## config.mk

```make
export PLATFORM = sky130hd
export DESIGN_NAME = key_entry
export DESIGN_NICKNAME = d
export VERILOG_FILES = /design/src/rtl/key_entry_pkg.sv /design/src/rtl/key_entry_keypad_scan.sv /design/src/rtl/key_entry.sv
export SDC_FILE = /design/constraint.sdc
export NUM_CORES = 1
export LEC_CHECK = 0
export BUFFER_PORTS_ARGS = -buffer_cell sky130_fd_sc_hd__buf_2
export CELL_PAD_IN_SITES_DETAIL_PLACEMENT = 1
export CELL_PAD_IN_SITES_GLOBAL_PLACEMENT = 1
export CORE_MARGIN = 2
export CORE_UTILIZATION = 46
export CTS_CLUSTER_DIAMETER = 50
export DETAILED_ROUTE_END_ITERATION = 10
export HOLD_SLACK_MARGIN = 0.06
export PLACE_DENSITY_LB_ADDON = 0.1
export SKIP_CTS_REPAIR_TIMING = 1
export SYNTH_ARGS = -nofsm -noshare
export SYNTH_HDL_FRONTEND = slang
export SYNTH_SLANG_ARGS = --single-unit
export TNS_END_PERCENT = 50
```

## constraint.sdc

```tcl
create_clock -name clk -period 3.9 [get_ports clk]
set_clock_uncertainty 0.1 [all_clocks]
set_input_delay 0 -clock clk [delete_from_list [all_inputs] [get_ports clk]]
set_output_delay 0 -clock clk [all_outputs]
set_load 0.005 [all_outputs]
```

## src/rtl/key_entry_pkg.sv

```systemverilog
// Shared keypad definitions: key codes, scan "no key" marker and the entry FSM
// state encoding used by key_entry and control_game.
package key_entry_pkg;

  typedef logic [3:0] key_t;

  localparam key_t KEY_0    = 4'd0;
  localparam key_t KEY_1    = 4'd1;
  localparam key_t KEY_2    = 4'd2;
  localparam key_t KEY_3    = 4'd3;
  localparam key_t KEY_4    = 4'd4;
  localparam key_t KEY_5    = 4'd5;
  localparam key_t KEY_6    = 4'd6;
  localparam key_t KEY_7    = 4'd7;
  localparam key_t KEY_8    = 4'd8;
  localparam key_t KEY_9    = 4'd9;
  localparam key_t KEY_A    = 4'd10;
  localparam key_t KEY_B    = 4'd11;
  localparam key_t KEY_C    = 4'd12;
  localparam key_t KEY_D    = 4'd13;
  localparam key_t KEY_STAR = 4'd14;
  localparam key_t KEY_HASH = 4'd15;

  // Scan results carry an extra top bit so "no key" is distinct from all 16 keys.
  typedef logic [4:0] scan_t;
  localparam scan_t KEY_NONE = 5'h10;

  localparam logic [1:0] ST_EMPTY = 2'd0;
  localparam logic [1:0] ST_ONE   = 2'd1;
  localparam logic [1:0] ST_TWO   = 2'd2;
  localparam logic [1:0] ST_FULL  = 2'd3;

  function automatic key_t key_at(input logic [1:0] row, input logic [1:0] col);
    case ({row, col})
      4'b00_00: return KEY_1;
      4'b00_01: return KEY_2;
      4'b00_10: return KEY_3;
      4'b00_11: return KEY_A;
      4'b01_00: return KEY_4;
      4'b01_01: return KEY_5;
      4'b01_10: return KEY_6;
      4'b01_11: return KEY_B;
      4'b10_00: return KEY_7;
      4'b10_01: return KEY_8;
      4'b10_10: return KEY_9;
      4'b10_11: return KEY_C;
      4'b11_00: return KEY_STAR;
      4'b11_01: return KEY_0;
      4'b11_10: return KEY_HASH;
      default:  return KEY_D;
    endcase
  endfunction

  function automatic logic is_digit(input key_t k);
    return k <= KEY_9;
  endfunction

endpackage

```

## src/rtl/key_entry_keypad_scan.sv

```systemverilog
// 4x4 keypad column scanner with full-scan debounce; emits a one-cycle key
// event with its code when a press is accepted.
module keypad_scan
  import key_entry_pkg::*;
#(
  parameter int SCAN_DIV = 50000,
  parameter int DEBOUNCE = 4
) (
  input  logic       clk,
  input  logic       reset,
  input  logic [3:0] row,
  output logic [3:0] col,
  output logic       key_valid,
  output key_t       key_code
);

  localparam int DIV_W = (SCAN_DIV > 1) ? $clog2(SCAN_DIV) : 1;
  localparam int DEB_W = $clog2(DEBOUNCE + 1);
  localparam logic [DIV_W-1:0] DIV_LAST = DIV_W'(SCAN_DIV - 1);

  logic [DIV_W-1:0] div_cnt;
  logic [1:0]       col_idx;
  logic [1:0]       hits;
  scan_t            acc_key;
  logic             held;
  scan_t            last_key;
  logic [DEB_W-1:0] deb_cnt;

  logic             sample;
  logic             scan_done;
  logic [2:0]       row_hits;
  logic [1:0]       row_sel;
  logic [1:0]       hits_next;
  scan_t            key_next;
  scan_t            scan_result;
  logic [DEB_W-1:0] deb_inc;
  logic [DEB_W-1:0] run_len;
  logic             hit_limit;

  assign col = ~(4'b0001 << col_idx);

  // NOTE: every variable gets a default at the top of always_comb so no path
  // leaves it unassigned, which would otherwise infer a latch.
  always_comb begin
    row_hits = '0;
    row_sel  = '0;
    for (int r = 0; r < 4; r++) begin
      if (!row[r]) begin
        row_hits = row_hits + 3'd1;
        row_sel  = 2'(r);
      end
    end

    // Column 0 starts a fresh scan; crossings saturate at 2 ("multiple").
    hits_next = (col_idx == 2'd0) ? 2'd0 : hits;
    key_next  = (col_idx == 2'd0) ? KEY_NONE : acc_key;
    if (row_hits == 3'd1) begin
      hits_next = (hits_next == 2'd0) ? 2'd1 : 2'd2;
      key_next  = {1'b0, key_at(row_sel, col_idx)};
    end else if (row_hits > 3'd1) begin
      hits_next = 2'd2;
    end

    sample      = (div_cnt == DIV_LAST);
    scan_done   = sample && (col_idx == 2'd3);
    scan_result = (hits_next == 2'd1) ? key_next : KEY_NONE;
    deb_inc     = deb_cnt + DEB_W'(1);

    if (held)
      run_len = (scan_result == KEY_NONE) ? deb_inc : '0;
    else if (scan_result == KEY_NONE)
      run_len = '0;
    else
      run_len = (scan_result == last_key) ? deb_inc : DEB_W'(1);
    hit_limit = (run_len == DEB_W'(DEBOUNCE));
  end

  // NOTE: sequential state uses non-blocking assignments so every register
  // samples the pre-edge values regardless of statement order.
  always_ff @(posedge clk) begin
    if (!reset) begin
      div_cnt   <= '0;
      col_idx   <= '0;
      hits      <= '0;
      acc_key   <= KEY_NONE;
      held      <= 1'b0;
      last_key  <= KEY_NONE;
      deb_cnt   <= '0;
      key_valid <= 1'b0;
      key_code  <= '0;
    end else begin
      key_valid <= 1'b0;
      if (sample) begin
        div_cnt <= '0;
        col_idx <= col_idx + 2'd1;
        hits    <= hits_next;
        acc_key <= key_next;
      end else begin
        div_cnt <= div_cnt + DIV_W'(1);
      end

      if (scan_done) begin
        if (hit_limit) begin
          deb_cnt  <= '0;
          last_key <= KEY_NONE;
          held     <= !held;
          if (!held) begin
            key_valid <= 1'b1;
            key_code  <= scan_result[3:0];
          end
        end else begin
          deb_cnt  <= run_len;
          last_key <= held ? KEY_NONE : scan_result;
        end
      end
    end
  end

endmodule

```

## src/rtl/key_entry.sv

```systemverilog
// Three-digit guess entry: keypad scanner plus a small buffer FSM with
// backspace, clear and enter (digits must be pairwise distinct).
module key_entry
  import key_entry_pkg::*;
#(
  parameter int SCAN_DIV = 50000,
  parameter int DEBOUNCE = 4
) (
  input  logic       clk,
  input  logic       reset,
  input  logic [3:0] iRow,
  output logic [3:0] oCol,
  output logic [3:0] oNum1,
  output logic [3:0] oNum2,
  output logic [3:0] oNum3,
  output logic       oNumRdy,
  output logic [1:0] oCount,
  output logic       oErr
);

  logic       key_valid;
  key_t       key_code;
  logic [1:0] state;
  logic [1:0] state_next;
  key_t       digit0, digit1, digit2;
  logic       wr_en;
  logic       load_nums;
  logic       rdy_next;
  logic       err_next;
  logic       distinct;

  keypad_scan #(
    .SCAN_DIV (SCAN_DIV),
    .DEBOUNCE (DEBOUNCE)
  ) u_scan (
    .clk       (clk),
    .reset     (reset),
    .row       (iRow),
    .col       (oCol),
    .key_valid (key_valid),
    .key_code  (key_code)
  );

  assign oCount   = state;
  assign distinct = (digit0 != digit1) && (digit0 != digit2) && (digit1 != digit2);

  always_comb begin
    state_next = state;
    wr_en      = 1'b0;
    load_nums  = 1'b0;
    rdy_next   = 1'b0;
    err_next   = 1'b0;
    if (key_valid) begin
      if (is_digit(key_code)) begin
        if (state != ST_FULL) begin
          wr_en      = 1'b1;
          state_next = state + 2'd1;
        end
      end else begin
        case (key_code)
          KEY_A:    if (state != ST_EMPTY) state_next = state - 2'd1;
          KEY_STAR: state_next = ST_EMPTY;
          KEY_HASH: begin
            if (state == ST_FULL && distinct) begin
              load_nums  = 1'b1;
              rdy_next   = 1'b1;
              state_next = ST_EMPTY;
            end else begin
              err_next = 1'b1;
            end
          end
          default: ;
        endcase
      end
    end
  end

  always_ff @(posedge clk) begin
    if (!reset) begin
      state   <= ST_EMPTY;
      oNumRdy <= 1'b0;
      oErr    <= 1'b0;
      oNum1   <= '0;
      oNum2   <= '0;
      oNum3   <= '0;
    end else begin
      state   <= state_next;
      oNumRdy <= rdy_next;
      oErr    <= err_next;
      if (load_nums) begin
        oNum1 <= digit0;
        oNum2 <= digit1;
        oNum3 <= digit2;
      end
    end
  end

  // NOTE: the digit buffer is deliberately not reset; a slot is only read
  // after the FSM has written it, so reset logic here would buy nothing.
  always_ff @(posedge clk) begin
    if (wr_en) begin
      case (state)
        ST_EMPTY: digit0 <= key_code;
        ST_ONE:   digit1 <= key_code;
        default:  digit2 <= key_code;
      endcase
    end
  end

endmodule

```

Word-level counts from Yosys, hierarchy flattened. Memories as Yosys holds them, arrays and structs flattened. Index checks and enable logic that the tools add are counted.

Register bits after elaboration: 67. Bits in read-only memories: 64. Input port bits: 6. Logic and storage cells: 110. Memories: 1.

Memory list: (name not given) (words 16, width 4, rd ports 1, clocked after memory_dff 0, wr ports 0, line key_entry_pkg.sv:34) `case ({row, col})`.

Add/sub/neg operators: 8. Magnitude comparators: 2. Eq/ne operators: 19. Shift operators: 1. Multiplexer cells: 35. Bitwise logic cells: 6. Reduce and logical (&&, ||, !) cells: 20.

Operator list (number): $mux 5 (5); $mux 3 (8); $mux 2 (10); $add 16x1->16 const B (1); $eq 16x16->1 const B (1); $eq 4x4->1 const B (3); $ne 4x4->1 (3); $mux 1 (11); $add 3x1->3 const B (3); $reduce_and 2->1 (4); $logic_not 2->1 (3); $ne 3x3->1 const B (2); $pmux 2 s3 (1); $reduce_and 3->1 (2); $eq 5x5->1 (1); $eq 5x5->1 const B (1); $not 1->1 (5); $reduce_and 5->1 (1); $add 2x1->2 const B (2); $eq 2x1->1 const B (2); $eq 2x2->1 const B (2); $le 4x4->1 const B (1); $logic_and 1x1->1 (4); $not 4->4 (1); 13 further kinds (14).

Depth between registers and ports, before layout. Gate-level depths: netlist of the first run.

Depth in word-level cells: 18. Mapped depth: 15.

Cells and area by module. From an unflattened synthesis of the first run, not the netlist that was laid out.

Cell total of the unflattened synthesis: 421. Area, all modules: 3666.0 µm².

Modules (own cells, without submodules): keypad_scan (instances 1, cells an instance 298, area an instance 2342.2 µm², seq. area each 780.7 µm²); key_entry (instances 1, cells an instance 123, area an instance 1323.8 µm², seq. area each 680.7 µm²).

Worst setup path after synthesis of the first run. OpenSTA, ideal clock, no wires.

Kind: register to register. From: reg u_scan.col_idx[0]. To: reg u_scan.last_key[4]. Library setup time: 0.131 ns. Data arrival time: 2.833 ns. Path slack: 0.836 ns. Stages on the path, launching flop included: 12. Path buffers: 0. Cell sequence: dfxtp_1 > inv_1 > ha_1 > or2_1 > a31oi_1 > a211oi_1 > a2111oi_2 > o32ai_1 > o31ai_1 > nor3_2 > a2111oi_4 > a21oi_1.

Word-level cells in the longest chain between the ends: 13.

RTL lines: start: declaration (line key_entry_keypad_scan.sv:22) `logic [1:0] col_idx;`; start signal: assignment (line key_entry_keypad_scan.sv:95) `col_idx <= col_idx + 2'd1;`; $logic_not 2->1 (line key_entry_keypad_scan.sv:55, key_entry_keypad_scan.sv:56); $mux 2 (line key_entry_keypad_scan.sv:55) `hits_next = (col_idx == 2'd0) ? 2'd0 : hits;`; $logic_not 2->1 (line key_entry_keypad_scan.sv:58) `hits_next = (hits_next == 2'd0) ? 2'd1 : 2'd2;`; $mux 2 (line key_entry_keypad_scan.sv:58); $mux 2 (line key_entry_keypad_scan.sv:57) `if (row_hits == 3'd1) begin`; $eq 2x1->1 (line key_entry_keypad_scan.sv:66) `scan_result = (hits_next == 2'd1) ? key_next : KEY_NONE;`; $mux 5 (line key_entry_keypad_scan.sv:66); $eq 5x5->1 (line key_entry_keypad_scan.sv:74) `run_len = (scan_result == last_key) ? deb_inc : DEB_W'(1);`; $mux 3 (line key_entry_keypad_scan.sv:74); $mux 3 (line key_entry_keypad_scan.sv:71) `else if (scan_result == KEY_NONE)`; $mux 3 (line key_entry_keypad_scan.sv:69) `if (held)`; $eq 3x3->1 (line key_entry_keypad_scan.sv:75) `hit_limit = (run_len == DEB_W'(DEBOUNCE));`; $mux 5 (line key_entry_keypad_scan.sv:103) `if (hit_limit) begin`; end signal: assignment (line key_entry_keypad_scan.sv:113) `last_key <= held ? KEY_NONE : scan_result;`; end: declaration (line key_entry_keypad_scan.sv:26) `scan_t last_key;`.

Several ways; a longest one is shown, not always the timed one. A chain may end at the register's enable or synchronous reset.

Final worst setup path of the first run.
From: reg u_scan.col_idx[0]. To: reg u_scan.last_key[1].

Same word-level chain as after synthesis.

==> metrics.txt, run 1 <==
status=completed; drt via density=5.60; port buffer count=25; pin count of the biggest net entering global routing=21; Worst-Skew Late Latency=0.36 ns; worst r2r src=u_scan.col_idx[0]; highest clock rate=281 MHz; worst vdd ir=approximately 0.15 mV; Tot GR Track Use=22.2%; vias in the first global route=3091; XOR/XNOR Fraction of Synth Area=8.22%; die area=a little under 9000 µm²; Crit Path Class=reg -> reg; Max Cap Viol=0; CP endpoint kind=flop; Synth Net Count=426; DRT iter0 DRCs=100; final core occ=52.9%; flops & latches, synth=67; FILL cells=926; Synth Area in Adders=4.79%; RSZ-0062 raised after global routing=no; I/O pin count=26; grt ovf=0; Synth Warn #=0; PwrDens=366 nW/µm²; period utilization=91.2%; top_reg_cell synth=dfxtp_1; max_slew headroom=a little over half; drt total wl=8810 µm; FF-to-FF End=u_scan.last_key[1]; sequential area share after synthesis=40.0%; Synth Area in Compound Gates=14.9%; multiplexer share of the synthesized area=approximately 5.0%; worst hold stages=4; fraction of layout cells with a size suffix above 1=13.1%; critical-path cell list=inv_1 -> ha_1 -> or2_1 -> a31oi_1 -> a211oi_1 -> a2111oi_2 -> o32ai_1 -> o31ai_1 -> nor3_2 -> a2111oi_4 -> a32o_1; P&R area growth vs syn=11.8%; minimum clock period=3.56 ns; H-tree levels=3; Synth Instances=406; Hold EP=u_scan.acc_key[1]; Routed Antenna Nets=0; simple-gate share of the synthesized area=23.4%; main combinational cell family by area after synthesis=simple AND/OR/NAND/NOR gates; area of the multi-input gates=2060 µm²; Die Wd=93.1 µm; largest cells by area after synthesis=dfxtp_1, edfxtp_1, nor2_1, ha_1, xor2_1; routability congestion estimate=0.774; hold path start=iRow[3]; WP data required=4.10 ns; area leader, netlist=dfxtp_1; Least-Margin Pin Slew=between 0.6 and 0.7 ns; CP max stage delay=0.50 ns; Worst EP arrival=3.76 ns; Die H=around 93 µm; Max Root-Sink Buffers=2; LEAKAGE=1.46 nW; post-synthesis cell type count=between 60 and 70; FP Rows=32; number of buffers and inverters on the critical path=1; met3 Use GR=3.38%; R2R depth=11; TritonCTS Buffers=9; Reg2Reg Setup Slack=0.34 ns; grt peak-use layer=met2; initial antenna violation count=0; Post-synth EDFFs=12; global-route wire length before repair=15300 µm; WL/cell=16.4 µm; sequential standard cell area=1460 µm²; CP delay by family, top=compound AO/OA/AOI/OAI gates; Fin. Hold Viols=0; most common cell in the synthesized netlist=dfxtp_1; Initial Util=47.3%; DR vias=3008; HPWL Detailed=6410 µm; Reg clk slew, reported paths=~0.090 ns; DRT Pass-1 Iters=4; final net count=450; met1 Resource Use GR=29.0%; final setup fails=0; core area=7730 µm²; crit path max-delay cell type=dfxtp_1; Synth top cells by count=dfxtp_1, nor2_1, nand2_1; Post-Syn Area=3650 µm²; crit-path max FO=7; # DRC=0; n_diodes=0; min-delay worst type=in -> reg; Synth top area share=30.1%; ys async rst share=0%; fin. max-slew vios=0; met2 Track Usage GR=36.8%; CTS root buffer=clkbuf_8; Avg Synthesized Cell Area=9.00 µm²; Clock Sinks=67; CP startpoint kind=flop; TritonCTS clock tree=yes; setup_tns=0 ns
worst min-delay path, delay by kind of cell:
family,cells,cell delay (ns)
simple gates,1,0.09
buf+inv,1,0.20
compound gates,2,0.27
registers in the layout, summed over array words and instances, names as in the netlist, 3 cells and up:
signal           count
digit0               4
digit1               4
digit2               4
oNum1                4
oNum2                4
oNum3                4
u_scan.acc_key       5
u_scan.deb_cnt       3
u_scan.div_cnt      16
u_scan.key_code      4
u_scan.last_key      5
stage by stage:
stage	std cells	power (mW)	setup slack (ns)	hold slack, ns	area, µm²
2_1_floorplan	406	0.862	0.836	0.184	3650
3_3_place_gp	520	0.907	0.464	0.267	3870
3_5_place_dp	520	0.910	0.241	0.267	3870
4_1_cts	536	1.51	0.376	-0.105	4080
5_1_grt	537	1.56	0.0783	0.193	4090
6_report	537	1.50	0.342	0.154	4090
final cells by class:
cell class	count	area share, %
Clock buffer	10	3.64
Clock inverter	6	1.32
Sequential cell	67	35.8
Timing Repair Buffer	31	4.23
Tap cell	102	3.12
Inverter	16	1.47
Multi-Input combinational cell	305	50.5
layout by cell type (no fill, tap or decap), types with 10 or more instances in the layout:
master,count
o21ai_0,13
nor2_1,52
dfxtp_1,55
nor3_1,14
mux2i_1,17
xor2_1,20
edfxtp_1,12
ha_1,14
nand2_1,30
inv_1,16
a21oi_1,20
buf_2,25
nand3_1,10
per-layer routing:
layer / vias to the layer above / wire length [µm] / part of all wire [%]
met3: 10 / 177 / 2.0
met4: 0 / 148 / 1.7
met2: 32 / 4280 / 49
met5: - / 0 / 0
li1: 1487 / - / -
met1: 1479 / 4210 / 48
cells by family after synthesis:
family	Yosys count
AO/OA/AOI/OAI	74
XOR/XNOR	31
adder cells (fa/ha/maj)	14
buffers and inverters	34
flip-flops	67
multiplexers	18
AND/OR/NAND/NOR	168
worst max-delay path by stage:
stage                               endpoint         startpoint  cells past startpoint
after floorplan           u_scan.last_key[4]  u_scan.col_idx[0]                     11
after global placement    u_scan.last_key[4]            iRow[1]                     14
after detailed placement  u_scan.last_key[4]            iRow[1]                     14
after CTS                 u_scan.last_key[1]  u_scan.col_idx[0]                     11
after global routing      u_scan.last_key[4]  u_scan.col_idx[0]                     11
final                     u_scan.last_key[1]  u_scan.col_idx[0]                     11
report_power, final:
part	internal (mW)	switching [mW]	leakage, nW
combinational	0.0714	0.119	0.833
clock	0.281	0.319	0.101
sequential	0.703	0.00229	0.526
total	1.06	0.441	1.46
No activity file was read; power rests on OpenSTA's default activity.
==> run 2, diff against run 1 <==
PLACE_DENSITY = 0.79   (was unset)
PLACE_DENSITY_LB_ADDON = unset   (was 0.1)
==> run 2 against run 1 <==
Combinational power about the same. Clock power up 7.0%. First-iteration DRC count down 14%. Non-clock buffer count down 1. Global-route usage down 0.26 points. Hold slack better by 0.0040 ns. Sequential share of layout area down 0.066 points.
==> metrics.txt, run 2 (same netlist as run 1, synthesis figures left out) <==
most frequent cells in the layout=dfxtp_1, nor2_1, nand2_1; worst vdd ir=0.172 mV (+14%); Crit Path Class=reg -> reg; minimum clock period=3.57 ns (+0.0128 ns); Regs by FF count=u_scan.div_cnt: 16 flops, u_scan.acc_key: 5 flops, u_scan.last_key: 5 flops; Worst-Skew Late Latency=0.36 ns (about the same); Least-Margin Pin Slew=1.07 ns (+0.392 ns); fin. max-slew vios=0 (unchanged); setup_tns=0 ns (unchanged); LEAKAGE=1.46 nW (+0.25%); crit-path max FO=6 (-1); I/O pin count=26 (unchanged); port buffer count=25 (unchanged); routability congestion estimate=0.824 (+6.5%); final setup fails=0 (unchanged); global-route wire length before repair=15000 µm (-2.0%); Clock Sinks=67 (unchanged); vias in the first global route=3111 (+0.65%); design area=4090 µm² (+0.18%); Die H=93.1 µm (unchanged); pin count of the biggest net entering global routing=30 (+43%); n_diodes=0 (unchanged); max_slew headroom=28.8% (-26 points); CTS root buffer=clkbuf_8; TritonCTS clock tree=yes; die area=8670 µm² (unchanged); worst slack, placed=0.114 ns (-0.127 ns); Placement Cell Area=3870 µm² (-0.19%); WL/cell=16.7 µm (+2.0%); grt ovf=0 (unchanged); # DRC=0 (unchanged); status=completed; PwrDens=375 nW/µm² (+2.4%); Max Cap Viol=0 (unchanged); min-delay worst type=in -> reg; max reg flops=16 (unchanged); Fin. Hold Viols=0 (unchanged); final net count=449 (-0.22%); WP data required=4.04 ns (-0.06 ns); highest clock rate=280 MHz (-0.36%); DRT iter0 DRCs=86 (-14%); TritonCTS Buffers=9 (unchanged); fraction of layout cells with a size suffix above 1=12.9% (-0.20 points); DRT Pass-1 Iters=4 (unchanged); Max Root-Sink Buffers=2 (unchanged); final critical-path setup slack=0.330 ns (-0.0128 ns); initial antenna violation count=0 (unchanged); drt total wl=8970 µm (+1.8%); CP endpoint kind=flop; Routed Antenna Nets=0 (unchanged); DR vias=3036 (+0.93%); P&R area growth vs syn=12.1%; CP startpoint kind=flop; final core occ=53.0% (+0.097 points); drt via density=5.66 (+1.1%); Tot GR Track Use=21.9% (-0.26 points); H-tree levels=3 (unchanged); FP Rows=32 (unchanged); core area=7730 µm² (unchanged); HPWL Detailed=6460 µm (+0.65%); RSZ-0062 raised after global routing=no; commonest non-fill, non-tap cell in the layout=dfxtp_1; period utilization=91.5% (+0.33 points); Top reg by flops=u_scan.div_cnt; Worst EP arrival=3.71 ns (-0.05 ns); Die Wd=93.1 µm (unchanged); Reg clk slew, reported paths=0.08 ns (about the same); Initial Util=47.3% (unchanged)
## run 2: cell type report
type / instances / area [µm²]
Fill cell: 918 / 3630
Multi-Input combinational cell: 305 / 2060
Sequential cell: 67 / 1460
Timing Repair Buffer: 30 / 165
Clock buffer: 10 / 149
Tap cell: 102 / 128
Clock inverter: 6 / 68.8
Inverter: 16 / 60.1
## run 2: final timing paths
check,startpoint,endpoint,slack (ns),cells after the start
worst min-delay path,iRow[3],u_scan.acc_key[1],0.16,4
worst max register to register,u_scan.col_idx[1],u_scan.last_key[4],0.33,11
worst min register to register,u_scan.div_cnt[0],u_scan.div_cnt[0],0.36,1
worst max-delay path,u_scan.col_idx[1],u_scan.last_key[4],0.33,11
## run 2: worst max-delay path: stages, from the launching register on
cell and delay, ns:
dfxtp_1 0.46, inv_1 0.14, ha_1 0.21, or2_1 0.24, a31oi_1 0.36, a211oi_1 0.13, a2111oi_2 0.47, o32ai_1 0.13
o31ai_1 0.49, nor3_2 0.15, a2111oi_4 0.44, a21oi_1 0.12
## run 2: stage by stage
step	hold slack [ns]	total power, mW	cells
2_1_floorplan	0.184	0.862	406
3_3_place_gp	0.268	0.899	519
3_5_place_dp	0.277	0.906	519
4_1_cts	-0.0883	1.55	535
5_1_grt	0.185	1.59	536
6_report	0.158	1.53	536
## run 2: routing by layer
metal | GRT usage (%) | vias up | share of wire, %
met5 | 0 | - | 0
met4 | 10.4 | 0 | 3.0
li1 | - | 1480 | -
met1 | 27.2 | 1492 | 46
met3 | 3.46 | 22 | 2.3
met2 | 37.3 | 42 | 49
## run 2: where the power goes
part | internal (mW) | total [mW] | switching, mW
Combinational | 0.0663 | 0.188 | 0.122
Sequential | 0.703 | 0.705 | 0.00225
Clock | 0.338 | 0.641 | 0.303
